File: config.mk
export PLATFORM = sky130hd
export DESIGN_NAME = path_planner_tx
export DESIGN_NICKNAME = d
export VERILOG_FILES = /design/src/rtl/path_graph_pkg.sv /design/src/rtl/node_adjacency_rom.sv /design/src/rtl/path_planner_tx.sv
export SDC_FILE = /design/constraint.sdc
export NUM_CORES = 1
export LEC_CHECK = 0
export ABC_AREA = 1
export CAP_MARGIN = 15
export CORE_MARGIN = 3
export CORE_UTILIZATION = 45
export CTS_CLUSTER_DIAMETER = 30
export DETAILED_ROUTE_END_ITERATION = 10
export PLACE_DENSITY_LB_ADDON = 0.1
export SLEW_MARGIN = 25
export SYNTH_ARGS = -nofsm -noshare
export SYNTH_HDL_FRONTEND = slang
export SYNTH_SLANG_ARGS = --single-unit
export TNS_END_PERCENT = 20
File: constraint.sdc
create_clock -name clk_3125KHz -period 9 [get_ports clk_3125KHz]
set_input_delay 1.8 -clock clk_3125KHz [delete_from_list [all_inputs] [get_ports clk_3125KHz]]
set_output_delay 1.8 -clock clk_3125KHz [all_outputs]
set_load 0.01 [all_outputs]
File: src/rtl/path_graph_pkg.sv
// Shared arena-graph constants, adjacency entry helpers and planner FSM states.
// Imported by the planner and the adjacency ROM shared with path mapping.
package path_graph_pkg;

    localparam int NODE_W    = 5;
    localparam int NUM_NODES = 30;
    localparam int MAX_PATH  = 16;
    localparam int ADJ_W     = 4 * NODE_W;

    localparam logic [NODE_W-1:0] NO_NODE    = 5'd31;
    localparam logic [NODE_W-1:0] NODE_LIMIT = 5'd30;
    localparam logic [NODE_W-1:0] PATH_LIMIT = 5'd16;

    // Field slot of each direction inside a {N,E,S,W} entry
    localparam logic [1:0] DIR_N = 2'd3;
    localparam logic [1:0] DIR_E = 2'd2;
    localparam logic [1:0] DIR_S = 2'd1;
    localparam logic [1:0] DIR_W = 2'd0;

    typedef enum logic [2:0] {
        ST_IDLE,
        ST_CHECK,
        ST_DEQ,
        ST_PROBE,
        ST_BACK,
        ST_STREAM,
        ST_DONE
    } plan_state_t;

    function automatic logic [ADJ_W-1:0] adj_entry(
        input logic [NODE_W-1:0] n,
        input logic [NODE_W-1:0] e,
        input logic [NODE_W-1:0] s,
        input logic [NODE_W-1:0] w
    );
        return {n, e, s, w};
    endfunction

    function automatic logic [NODE_W-1:0] adj_dir(
        input logic [ADJ_W-1:0] entry,
        input logic [1:0]       dir
    );
        return entry[int'(dir)*NODE_W +: NODE_W];
    endfunction

endpackage

File: src/rtl/node_adjacency_rom.sv
// Combinational arena map: node id -> {N,E,S,W} neighbour ids.
// Node 29 is isolated; ids without an entry have no neighbours.
module node_adjacency_rom
    import path_graph_pkg::*;
(
    input  logic [NODE_W-1:0] node,
    output logic [ADJ_W-1:0]  entry
);

    always_comb begin
        entry = adj_entry(NO_NODE, NO_NODE, NO_NODE, NO_NODE);
        case (node)
            5'd0:  entry = adj_entry(NO_NODE, 5'd1,    NO_NODE, NO_NODE);
            5'd1:  entry = adj_entry(NO_NODE, 5'd2,    NO_NODE, 5'd0);
            5'd2:  entry = adj_entry(NO_NODE, 5'd3,    5'd8,    5'd1);
            5'd3:  entry = adj_entry(NO_NODE, 5'd4,    5'd7,    5'd2);
            5'd4:  entry = adj_entry(NO_NODE, 5'd5,    NO_NODE, 5'd3);
            5'd5:  entry = adj_entry(NO_NODE, NO_NODE, 5'd11,   5'd4);
            5'd6:  entry = adj_entry(NO_NODE, 5'd7,    NO_NODE, NO_NODE);
            5'd7:  entry = adj_entry(5'd3,    NO_NODE, NO_NODE, 5'd6);
            5'd8:  entry = adj_entry(5'd2,    5'd9,    NO_NODE, NO_NODE);
            5'd11: entry = adj_entry(5'd5,    5'd12,   NO_NODE, 5'd10);
            5'd28: entry = adj_entry(NO_NODE, NO_NODE, NO_NODE, 5'd27);
            default: begin
                // Long east-west corridor 9..27
                if (node >= 5'd9 && node <= 5'd27) begin
                    entry = adj_entry(NO_NODE, node + 5'd1, NO_NODE, node - 5'd1);
                end
            end
        endcase
    end

endmodule

File: src/rtl/path_planner_tx.sv
// BFS path planner over the arena graph; streams the
// start..goal node list one node per clock on path_input.
module path_planner_tx
    import path_graph_pkg::*;
(
    input  logic              clk_3125KHz,
    input  logic              reset,
    input  logic              plan_start,
    input  logic [NODE_W-1:0] start_node,
    input  logic [NODE_W-1:0] goal_node,
    output logic              busy,
    output logic              path_input,
    output logic [NODE_W-1:0] path_planned,
    output logic [4:0]        path_len,
    output logic              plan_done,
    output logic              plan_error
);

    localparam logic [NUM_NODES-1:0] ONE_HOT0 = 1;

    plan_state_t state, state_next;

    logic [NODE_W-1:0]    src, dst, cur, bt, nb;
    logic [1:0]           dir;
    logic [NODE_W-1:0]    head, tail;
    logic [4:0]           len;
    logic [3:0]           sp;
    logic [NUM_NODES-1:0] visited;
    logic [ADJ_W-1:0]     entry;

    logic [NODE_W-1:0] queue  [NUM_NODES];
    logic [NODE_W-1:0] parent [NUM_NODES];
    logic [NODE_W-1:0] stack  [MAX_PATH];

    logic bad_ids, q_empty, bt_full, nb_new, err_now;

    node_adjacency_rom u_rom (
        .node  (cur),
        .entry (entry)
    );

    assign nb      = adj_dir(entry, dir);
    assign bad_ids = (src >= NODE_LIMIT) || (dst >= NODE_LIMIT);
    assign q_empty = (head == tail);
    assign bt_full = (len == PATH_LIMIT);
    assign nb_new  = (state == ST_PROBE) && (nb < NODE_LIMIT) && !visited[nb];

    assign busy         = (state != ST_IDLE) && (state != ST_DONE);
    assign path_input   = (state == ST_STREAM);
    assign path_planned = path_input ? stack[sp] : '0;
    assign path_len     = len;
    assign plan_done    = (state == ST_DONE);

    always_comb begin
        state_next = state;
        err_now    = 1'b0;
        case (state)
            ST_IDLE: if (plan_start) state_next = ST_CHECK;
            ST_CHECK: begin
                if (bad_ids) begin
                    state_next = ST_IDLE;
                    err_now    = 1'b1;
                end else if (src == dst) begin
                    state_next = ST_STREAM;
                end else begin
                    state_next = ST_DEQ;
                end
            end
            ST_DEQ: begin
                if (q_empty) begin
                    state_next = ST_IDLE;
                    err_now    = 1'b1;
                end else begin
                    state_next = ST_PROBE;
                end
            end
            ST_PROBE: begin
                if (nb_new && nb == dst) state_next = ST_BACK;
                else if (dir == DIR_W)   state_next = ST_DEQ;
            end
            ST_BACK: begin
                if (bt_full) begin
                    state_next = ST_IDLE;
                    err_now    = 1'b1;
                end else if (bt == src) begin
                    state_next = ST_STREAM;
                end
            end
            ST_STREAM: if (sp == 4'd0) state_next = ST_DONE;
            ST_DONE:   state_next = ST_IDLE;
            default:   state_next = ST_IDLE;
        endcase
    end

    always_ff @(posedge clk_3125KHz or posedge reset) begin
        if (reset) begin
            state      <= ST_IDLE;
            plan_error <= 1'b0;
            src        <= '0;
            dst        <= '0;
            cur        <= '0;
            bt         <= '0;
            dir        <= DIR_N;
            head       <= '0;
            tail       <= '0;
            len        <= '0;
            sp         <= '0;
            visited    <= '0;
        end else begin
            state      <= state_next;
            plan_error <= err_now;
            case (state)
                ST_IDLE: begin
                    if (plan_start) begin
                        src <= start_node;
                        dst <= goal_node;
                        len <= '0;
                    end
                end
                ST_CHECK: begin
                    visited <= ONE_HOT0 << src;
                    head    <= '0;
                    tail    <= 5'd1;
                    sp      <= '0;
                    len     <= (!bad_ids && src == dst) ? 5'd1 : 5'd0;
                end
                ST_DEQ: begin
                    if (!q_empty) begin
                        cur  <= queue[head];
                        head <= head + 5'd1;
                        dir  <= DIR_N;
                    end
                end
                ST_PROBE: begin
                    dir <= dir - 2'd1;
                    if (nb_new) begin
                        visited[nb] <= 1'b1;
                        tail        <= tail + 5'd1;
                        if (nb == dst) bt <= dst;
                    end
                end
                ST_BACK: begin
                    if (!bt_full) begin
                        len <= len + 5'd1;
                        sp  <= len[3:0];
                        bt  <= parent[bt];
                    end
                end
                ST_STREAM: sp <= sp - 4'd1;
                default: ;
            endcase
        end
    end

    // Storage arrays carry no reset; every entry is written before it is read
    always_ff @(posedge clk_3125KHz) begin
        if (state == ST_CHECK && !bad_ids) begin
            queue[0]    <= src;
            parent[src] <= src;
            stack[0]    <= src;
        end
        if (nb_new) begin
            queue[tail] <= nb;
            parent[nb]  <= cur;
        end
        if (state == ST_BACK && !bt_full) begin
            stack[len[3:0]] <= bt;
        end
    end

endmodule

# Yosys cells after proc, flatten, opt, wreduce, memory -nomap -nowiden
# Memory sizes are Yosys's and may differ from the RTL's. A register that Yosys moved wholly into a read port is not among the register bits.
# Cells that the tools add are included.
[word_totals] register_bits=70 ram_bits=380 inputBits=13 output_inout_bits=14 elab_cells=153 memories=3
[classes] addsub=7 n_mul=1 n_lt_le_gt_ge=7 n_eq_ne=30 shift=2 mux=54 bitwise=2 reduce_logical=36
[memory_table] memory="parent" words=30 width=5 rd=1 rd_ports_with_merged_regs=0 write_ports=1 line_no="path_planner_tx.sv:32" rtl="logic [NODE_W-1:0] parent [NUM_NODES];"
[memory_table] memory="queue" words=30 width=5 rd=1 rd_ports_with_merged_regs=1 write_ports=1 line_no="path_planner_tx.sv:31" rtl="logic [NODE_W-1:0] queue [NUM_NODES];"
[memory_table] memory="stack" words=16 width=5 rd=1 rd_ports_with_merged_regs=0 write_ports=1 line_no="path_planner_tx.sv:33" rtl="logic [NODE_W-1:0] stack [MAX_PATH];"
[ops] cell="$pmux 20 s11" n=1
[ops] cell="$mux 5" n=13
[ops] cell="$pmux 30 s2" n=1
[ops] cell="$mux 30" n=1
[ops] cell="$or 30x30->30" n=1
[ops] cell="$pmux 5 s2" n=3
[ops] cell="$shl 1x5->30 const A" n=1
[ops] cell="$mux 3" n=8
[ops] cell="$add 5x1->5 const B" n=4
[ops] cell="$eq 5x3->1 const B" n=4
[ops] cell="$eq 5x5->1" n=4
[ops] cell="$shiftx 20x6->5" n=1
[ops] cell="$pmux 3 s6" n=1
[ops] cell="$mux 1" n=15
[ops] cell="$mux 15" n=1
[ops] cell="$pmux 5 s3" n=1
[ops] cell="$reduce_or 5->1" n=3
[ops] cell="$pmux 4 s3" n=1
[ops] cell="$reduce_and 2->1" n=6
[ops] cell="$eq 5x2->1 const B" n=2
[ops] cell="$eq 5x4->1 const B" n=2
[ops] cell="$eq 5x5->1 const B" n=2
[ops] cell="$ge 5x5->1 const B" n=2
[ops] cell="$eq 3x3->1 const B" n=3
[ops] cell="other kinds (34)" n=58

# Longest topological paths before layout
# Gate-level depths: netlist of the first run.
[depth] word_depth=13 ltp_mapped=29 depth_no_buf=27

# Cells and area by module
# A second synthesis of the first run with hierarchy kept.
[hier_totals] cells_unflattened=1997 area_unflattened_um2=20805.0
[modules_own_cells] module="path_planner_tx" n_inst=1 cells_each=1842 area_per_inst_um2=20014.2 seq_area_each_um2=13290.2
[modules_own_cells] module="node_adjacency_rom" n_inst=1 cells_each=155 area_per_inst_um2=790.8 seq_area_each_um2=0.0

# Worst setup path before layout of the first run
# OpenSTA, ideal clock, no wires.
[synth_path] kind="reg-to-reg" startpoint="register cur[0], read port of queue" endpoint="memory parent[0][2] (data pin)" setup_ps=439 arrival_ps=3841 required_time_ps=8561 setup_slack_ps=4720 path_stages_with_launch=24 n_path_buf=4 synth_period_minus_slack_ps=4280 cell_sequence="dfrtp_1 inv_1 ha_1 nand2_1 nand2_1 nand2_2 nand3_4 nor2_4 nand2_2 buf_6 o21ai_1 nand2_1 nand2_1 nand2_1 buf_2 nand2_1 nand2_1 nand2_1 nand2_1 nor2_4 nand2_4 buf_6 buf_6 o21ai_0"
[synth_between] elab_chain_len=13 word_cells_on_any_way=29 cone_classes="add/sub (2); order compare (3); eq/ne (10); shift (1); mux (7); reduce/logical (6)"
[synth_lines] element="from (decl)" line_no="path_planner_tx.sv:23" rtl="logic [NODE_W-1:0] src, dst, cur, bt, nb;"
[synth_lines] element="$ge 5x4->1 or $le 5x5->1 (tied branches)" line_no="node_adjacency_rom.sv:26" rtl="if (node >= 5'd9 && node <= 5'd27) begin"
[synth_lines] element="$logic_and 1x1->1" line_no="node_adjacency_rom.sv:26"
[synth_lines] element="$mux 15" line_no="node_adjacency_rom.sv:26"
[synth_lines] element="$pmux 20 s11 *" line_no="node_adjacency_rom.sv:12" rtl="case (node)"
[synth_lines] element="$shiftx 20x6->5 *" line_no="path_graph_pkg.sv:43" rtl="return entry[int'(dir)*NODE_W +: NODE_W];"
[synth_lines] element="$bmux 1 s5" line_no="path_planner_tx.sv:46" rtl="assign nb_new = (state == ST_PROBE) && (nb < NODE_LIMIT) && !visited[nb];"
[synth_lines] element="$mux 1 (not written as such)" line_no="path_planner_tx.sv:46"
[synth_lines] element="$logic_not 1->1" line_no="path_planner_tx.sv:46"
[synth_lines] element="$logic_and 1x1->1 *" line_no="path_planner_tx.sv:46"
[synth_lines] element="$mux 1 *" line_no="path_planner_tx.sv:162" rtl="if (nb_new) begin"
[synth_lines] element="$mux 1 (not written as such) *" line_no="path_planner_tx.sv:164" rtl="parent[nb] <= cur;"
[synth_lines] element="$reduce_or 5->1 (no line) *"
[synth_lines] element="$mux 5 (no line) *"
[synth_lines] element="to (decl)" line_no="path_planner_tx.sv:32"
# Every way passes the cells marked *; elsewhere a longest branch is shown, timed or not. The select of a mux whose other input is x is not followed.

# Worst setup path in the final report of the first run
[layout_path] startpoint="register cur[0], read port of queue" endpoint="memory parent[18][0] (enable)"
[layout_between] elab_chain_len=13 word_cells_on_any_way=30 cone_classes="add/sub (2); order compare (3); eq/ne (10); shift (1); mux (8); reduce/logical (6)"
[layout_lines] element="$ge 5x4->1 or $le 5x5->1 (tied branches)" line_no="node_adjacency_rom.sv:26"
[layout_lines] element="$logic_and 1x1->1" line_no="node_adjacency_rom.sv:26"
[layout_lines] element="$mux 15" line_no="node_adjacency_rom.sv:26"
[layout_lines] element="$pmux 20 s11 *" line_no="node_adjacency_rom.sv:12"
[layout_lines] element="$shiftx 20x6->5 *" line_no="path_graph_pkg.sv:43"
[layout_lines] element="$bmux 1 s5" line_no="path_planner_tx.sv:46"
[layout_lines] element="$mux 1 (not written as such)" line_no="path_planner_tx.sv:46"
[layout_lines] element="$logic_not 1->1" line_no="path_planner_tx.sv:46"
[layout_lines] element="$logic_and 1x1->1" line_no="path_planner_tx.sv:46"
[layout_lines] element="$mux 1" line_no="path_planner_tx.sv:162"
[layout_lines] element="$mux 1 (not written as such)" line_no="path_planner_tx.sv:164"
[layout_lines] element="$reduce_or 5->1 (no line)"
[layout_lines] element="$mux 5 (no line) or $mux 1 (tied branches)"
# Marked as above.

==> impl_metrics.env, run 1 <==
export IMPL_cts_tree="yes"
export IMPL_fin_cells=2636
export IMPL_reg2reg_from="cur[0]"
export IMPL_leakagePower_nw=8.75
export IMPL_drive_gt1_share_pct=11.9
export IMPL_final_antenna_net_count=0
export IMPL_antenna_cells_inserted=0
export IMPL_period_needed_ns=5.94
export IMPL_hold_viol=0
export IMPL_worstMarginPinSlew_ns=0.944
export IMPL_muxShareOfSynthArea_pct=0.0551
export IMPL_hp_class="flip-flop to flip-flop"
export IMPL_wl_per_cell_um=20.7
export IMPL_cts_hold_fix_buffers=0
export IMPL_setup_viol=0
export IMPL_cts_repair_resized=0
export IMPL_drv_slew=0
export IMPL_post_route_util_pct=55.0
export IMPL_numClockSinks=455
export IMPL_ys_warn_count=0
export IMPL_timing_fmax_ghz=0.168
export IMPL_numCtsBuffers=94
export IMPL_endpoint="parent[18][0]"
export IMPL_synth_area_per_cell_um2=10.6
export IMPL_cp_max_fo=33
export IMPL_ys_ff_latch=455
export IMPL_initial_core_util_pct=45.9
export IMPL_synth_area_um2=20400
export IMPL_dr_pass1_iters=6
export IMPL_antenna_found_initial=0
export IMPL_reg2regPathDepth=24
export IMPL_crit_path_end_kind="flip-flop"
export IMPL_path_class="flip-flop to flip-flop"
export IMPL_seq_area_frac_synth_pct=65.0
export IMPL_timing_hold_ws_ns=0.499
export IMPL_yosys_area_share_adder_pct=0.673
export IMPL_fp_dieW_um=219
export IMPL_rsz0062_at_grt="no"
export IMPL_synth_top_family_by_area="simple AND/OR/NAND/NOR gates"
export IMPL_viasPerCell=5.72
export IMPL_nNetsFinal=1988
export IMPL_grt_pass1_vias=14700
export IMPL_max_cap_violations=0
export IMPL_synth_edf_count=380
export IMPL_num_vias=15100
export IMPL_area_delta_synth_final_pct=19.6
export IMPL_worstSkewPairLatency_ns=0.63
export IMPL_r2r_slack_ns=3.06
export IMPL_placementRows=77
export IMPL_yosys_area_share_simple_pct=15.0
export IMPL_drc=0
export IMPL_synth_cell_types=56
export IMPL_drtIter0Drc=1495
export IMPL_synth_xor_area_share_pct=0.643
export IMPL_startpoint="cur[0]"
export IMPL_placed_cells=2458
export IMPL_min_period_over_period_pct=66.0
export IMPL_synth_nets=1947
export IMPL_slew_headroom_pct=36.9
export IMPL_cp_data_required_time_ns=9.25
export IMPL_fp_dieArea_um2=48000
export IMPL_status="finished clean"
export IMPL_post_cts_buffers=0
export IMPL_synth_main_ff_cell="edfxtp_1"
export IMPL_power_density_nw_per_um2=423
export IMPL_finClkSkew_ns=0.0270
export IMPL_synthArstFlopShare_pct=16.5
export IMPL_die_h_um=219
export IMPL_cts_htree_levels=3
export IMPL_grt_max_degree=78
export IMPL_core_area_um2=44500
export IMPL_clockRootBuffer="clkbuf_16"
export IMPL_port_buffers=26
export IMPL_hpwl_um=34000
export IMPL_grt_overflow=0
export IMPL_crit_arrival_ns=6.19
export IMPL_fin_setup_tns_ns=0
export IMPL_drt_total_wl_um=54600
export IMPL_hp_start="visited[3]"
export IMPL_grt_pass1_wl_um=85000
export IMPL_rr_endpoint="parent[18][0]"
export IMPL_critPathLaunchType="flip-flop"
export IMPL_syn_inst=1923
export IMPL_clk_pin_slew_ns=0.05
export IMPL_track_usage_pct=23.0
export IMPL_io_pins=27
export IMPL_clockBufferDepth=3
export IMPL_place_gp_congestion=0.886
export IMPL_synth_compound_area_share_pct=14.6
export IMPL_ir_drop_mv=0.250
-- layer usage --
metal | wire length [um] | global-route usage (%) | vias up
met2 | 24900 | 35.7 | 561
met5 | 0 | 0 | -
li1 | - | - | 7032
met4 | 1100 | 6.80 | 0
met3 | 3630 | 4.74 | 95
met1 | 25000 | 32.7 | 7381
-- layout make-up --
class                      instances  area, um2
fill                            3911      20100
sequential                       455      13300
multi-input combinational       1262       6390
clock buffer                     110       2480
tap                              592        741
clock inverter                    66        676
timing repair buffer              51        492
inverter                         100        379
-- registers in the layout, indices dropped and copies added (netlist names) --
signal      cells
src             5
head            5
path_len        5
bt              5
tail            5
visited        30
sp              4
dir             2
queue         150
plan_error      1
dst             5
cur             5
stack          80
state           3
parent        150
-- worst max-delay path: stages, from the launching register on --
cell and delay [ns]:
dfrtp_1 0.41, inv_1 0.17, ha_1 0.25, nand2_1 0.11, nand2_1 0.11, nand2_2 0.13, nand3_4 0.10, nor2_4 0.16
nand2_2 0.18, nand3_1 0.13, nand3_1 0.44, nand2_1 0.71, nand2_1 0.13, nand2_1 0.09, nand2_1 0.05, nand2_1 0.08
nand2_1 0.05, nand2_1 0.13, nor2_4 0.07, nand2_4 0.32, nand2_1 0.22, o21ai_2 0.11, buf_4 0.35, nand3_1 0.49
nor2_1 0.55
-- power breakdown --
group	switching, W	leakage (nW)	total, W	internal [W]
combinational	0.00274	2.86	0.00363	0.000887
sequential	0.000251	4.37	0.00335	0.00310
clock	0.00114	1.51	0.00337	0.00224
-- cell usage in the layout (no fill, tap or decap), drive strengths merged, types with 2 or more instances in the layout --
cell           instances
a211oi                 5
a21oi                 40
a221o                  2
a22o                  30
a31oi                  5
a32o                   2
and3                   3
buf                   25
bufinv                 9
clkbuf               110
clkdlybuf4s50         26
clkinv                44
clkinvlp              15
dfrtp                 73
dfstp                  2
edfxtp               380
ha                    11
inv                   98
nand2                268
nand3                 73
nand4                 10
nor2                 353
nor3                  19
nor3b                  2
nor4                   7
o211ai                20
o21ai                273
o221ai                32
o22ai                 78
o311ai                 2
o32ai                  2
xnor2                  4
xor2                  11
-- through the flow --
stage | setup slack (ns) | power (W) | instance area [um2]
after floorplan | 4.72 | 0.00564 | 20400
after detailed placement | 3.23 | 0.00695 | 21200
final | 3.06 | 0.0104 | 24500
after global placement | 3.41 | 0.00694 | 21200
after CTS | 3.20 | 0.0103 | 24400
after global routing | 2.54 | 0.0109 | 24500
-- how the worst min path moves through the flow --
stage	endpoint	slack, ns	depth (start not counted)
after floorplan	visited[27]	0.47	1
after global routing	visited[16]	0.54	1
after CTS	visited[3]	0.51	1
after global placement	visited[3]	0.50	1
after detailed placement	visited[3]	0.49	1
final	visited[3]	0.50	1
-- synthesized netlist by cell type (3+ instances only) --
master    number  area share [%]
buf_6          3            0.17
o211ai_1      20            0.73
nand3_1       70             1.7
dfrtp_1       73             8.9
o21ai_1        3           0.073
a22o_1        30             1.3
xor2_1        11            0.47
clkbuf_1      89             1.6
and3_1         3           0.092
nor2_4         4            0.22
a21oi_1       39            0.95
xnor2_1        4            0.17
buf_2          9            0.22
nor2_2         5            0.15
o21ai_0      267             6.5
buf_4          3            0.11
a31oi_1        5            0.15
nor3_1        17            0.42
o22ai_1       78             2.4
nand4_1       10            0.31
ha_1          11            0.67
inv_2         14            0.26
edfxtp_1     380              56
nor2_1       344             6.3
o221ai_1      32             1.4
nand2_1      252             4.6
nand2_2       14            0.43
nor4_1         7            0.21
a211oi_1       5            0.18
clkinv_1       7            0.13
inv_1         78             1.4
-- cells by family after synthesis --
| group | after synthesis |
|---|---|
| buffers and inverters | 206 |
| AND/OR/NAND/NOR | 736 |
| multiplexers | 1 |
| adder cells (fa/ha/maj) | 11 |
| AO/OA/AOI/OAI | 499 |
| flip-flops | 455 |
| XOR/XNOR | 15 |
No activity file was read; power rests on OpenSTA's default activity.
==> run 2, diff against run 1 <==
==> constraint.sdc (replaced) <==
create_clock -name clk_3125KHz -period 5.1 [get_ports clk_3125KHz]
set_input_delay 1.02 -clock clk_3125KHz [delete_from_list [all_inputs] [get_ports clk_3125KHz]]
set_output_delay 1.02 -clock clk_3125KHz [all_outputs]
set_load 0.01 [all_outputs]
==> run 2 against run 1 <==
Compared with the run above: worst setup slack lost 2.8 ns; total power grew 85%; clock power grew 98%; sequential share of layout area shrank 0.99 points; register-to-register slack lost 2.8 ns; global-route usage grew 0.43 points; design area grew 1.8%; maximum frequency grew 22%; clock-buffer cell count grew 1; die area is the same; critical path depth is the same; critical endpoint is now parent[19][2].
==> impl_metrics.env, run 2 (same netlist as run 1, synthesis figures left out) <==
export IMPL_num_vias=15300
export IMPL_placementRows=77
export IMPL_wl_per_cell_um=20.8
export IMPL_grt_pass1_wl_um=86700
export IMPL_leakagePower_nw=8.99
export IMPL_finClkSkew_ns=0.0278
export IMPL_drc=0
export IMPL_final_antenna_net_count=0
export IMPL_hpwl_um=34800
export IMPL_power_density_nw_per_um2=768
export IMPL_io_pins=27
export IMPL_worstMarginPinSlew_ns=0.972
export IMPL_grt_max_degree=76
export IMPL_ir_drop_mv=0.581
export IMPL_grt_pass1_vias=15100
export IMPL_die_h_um=219
export IMPL_area_delta_synth_final_pct=21.9
export IMPL_post_cts_buffers=0
export IMPL_hp_class="flip-flop to flip-flop"
export IMPL_top_regs="parent x150, queue x150, stack x80"
export IMPL_antenna_found_initial=0
export IMPL_timing_fmax_ghz=0.206
export IMPL_cts_htree_levels=3
export IMPL_drive_gt1_share_pct=13.7
export IMPL_setup_viol=0
export IMPL_period_needed_ns=4.85
export IMPL_finalPower_w=0.0191
export IMPL_hold_viol=0
export IMPL_numClockSinks=455
export IMPL_critPathLaunchType="flip-flop"
export IMPL_place_ws_ns=0.113
export IMPL_cp_data_required_time_ns=5.39
export IMPL_final_area_um2=24900
export IMPL_drv_slew=0
export IMPL_nNetsFinal=2005
export IMPL_status="finished clean"
export IMPL_final_setup_worst_slack_ns=0.249
export IMPL_drtIter0Drc=1412
export IMPL_clk_pin_slew_ns=0.05
export IMPL_initial_core_util_pct=45.9
export IMPL_mostFrequentLayoutCell="edfxtp_1"
export IMPL_drt_total_wl_um=55300
export IMPL_place_gp_congestion=0.890
export IMPL_viasPerCell=5.75
export IMPL_clockBufferDepth=3
export IMPL_crit_arrival_ns=5.14
export IMPL_final_cell_mix="edfxtp_1 (380), nor2_1 (336), o21ai_0 (257)"
export IMPL_port_buffers=26
export IMPL_post_dp_cell_area_um2=21300
export IMPL_dr_pass1_iters=7
export IMPL_core_area_um2=44500
export IMPL_fp_dieW_um=219
export IMPL_numCtsBuffers=101
export IMPL_max_cap_violations=0
export IMPL_min_period_over_period_pct=95.1
export IMPL_rsz0062_at_grt="yes"
export IMPL_r2r_slack_ns=0.25
export IMPL_cts_repair_resized=0
export IMPL_fp_dieArea_um2=48000
export IMPL_track_usage_pct=23.4
export IMPL_clockRootBuffer="clkbuf_16"
export IMPL_cp_max_fo=13
export IMPL_path_class="flip-flop to flip-flop"
export IMPL_slew_headroom_pct=35.2
export IMPL_grt_overflow=0
export IMPL_cts_hold_fix_buffers=0
export IMPL_worstSkewPairLatency_ns=0.65
export IMPL_antenna_cells_inserted=0
export IMPL_crit_path_end_kind="flip-flop"
export IMPL_cts_tree="yes"
-- run 2: worst max-delay path, cell delays in order (launching register included) --
cell and delay [ns]:
dfrtp_1 0.41, inv_1 0.15, ha_1 0.25, nand2_1 0.10, nand2_1 0.12, nand2_2 0.14, nand3_4 0.10, nor2_4 0.16
nand2_2 0.20, o21ai_1 0.22, nand2_1 0.08, nand2_1 0.07, nand2_1 0.21, inv_2 0.26, nor2_1 0.09, nand2_1 0.08
nand2_1 0.05, nand2_1 0.06, nand2_1 0.08, nor2_4 0.18, nand2_4 0.16, buf_4 0.24, o21ai_2 0.24, nand3_2 0.35
nor2_1 0.49
-- run 2: layer usage --
| layer | vias up | part of all wire (%) | track usage, % |
|---|---|---|---|
| met1 | 7559 | 45 | 33.1 |
| li1 | 7071 | - | - |
| met5 | - | 0 | 0 |
| met3 | 108 | 6.8 | 4.93 |
| met2 | 559 | 46 | 36.4 |
| met4 | 0 | 2.4 | 7.37 |
-- run 2: layout make-up --
type | count | area (um2)
fillers | 3852 | 19600
flip-flops and latches | 455 | 13300
multi-input cells | 1262 | 6380
clock buffers | 111 | 2590
clock inverters | 81 | 1010
well taps | 592 | 741
repair buffers | 61 | 523
inverters | 100 | 379
-- run 2: final timing paths --
path / start / endpoint / depth (start not counted)
worst max-delay path: cur[0] / parent[19][2] / 24
worst min register to register: visited[0] / visited[0] / 1
worst min-delay path: visited[0] / visited[0] / 1
max in group asynchronous: reset / bt[0] / 3
min in group asynchronous: reset / path_len[1] / 2
worst max register to register: cur[0] / parent[19][2] / 24
-- run 2: through the flow --
stage	cells	utilization (%)	TNS (ns)	hold WS, ns
after floorplan	1923	-	0	0.473
after global placement	2470	47.8	0	0.496
after detailed placement	2470	47.8	0	0.492
after CTS	2662	55.9	0	0.506
after global routing	2662	56.0	-6.97	0.513
final	2662	56.0	0	0.503
-- run 2: report_power, final --
| group | internal [W] | switching (W) |
|---|---|---|
| clock network | 0.00448 | 0.00219 |
| registers | 0.00546 | 0.000436 |
| logic | 0.00159 | 0.00496 |
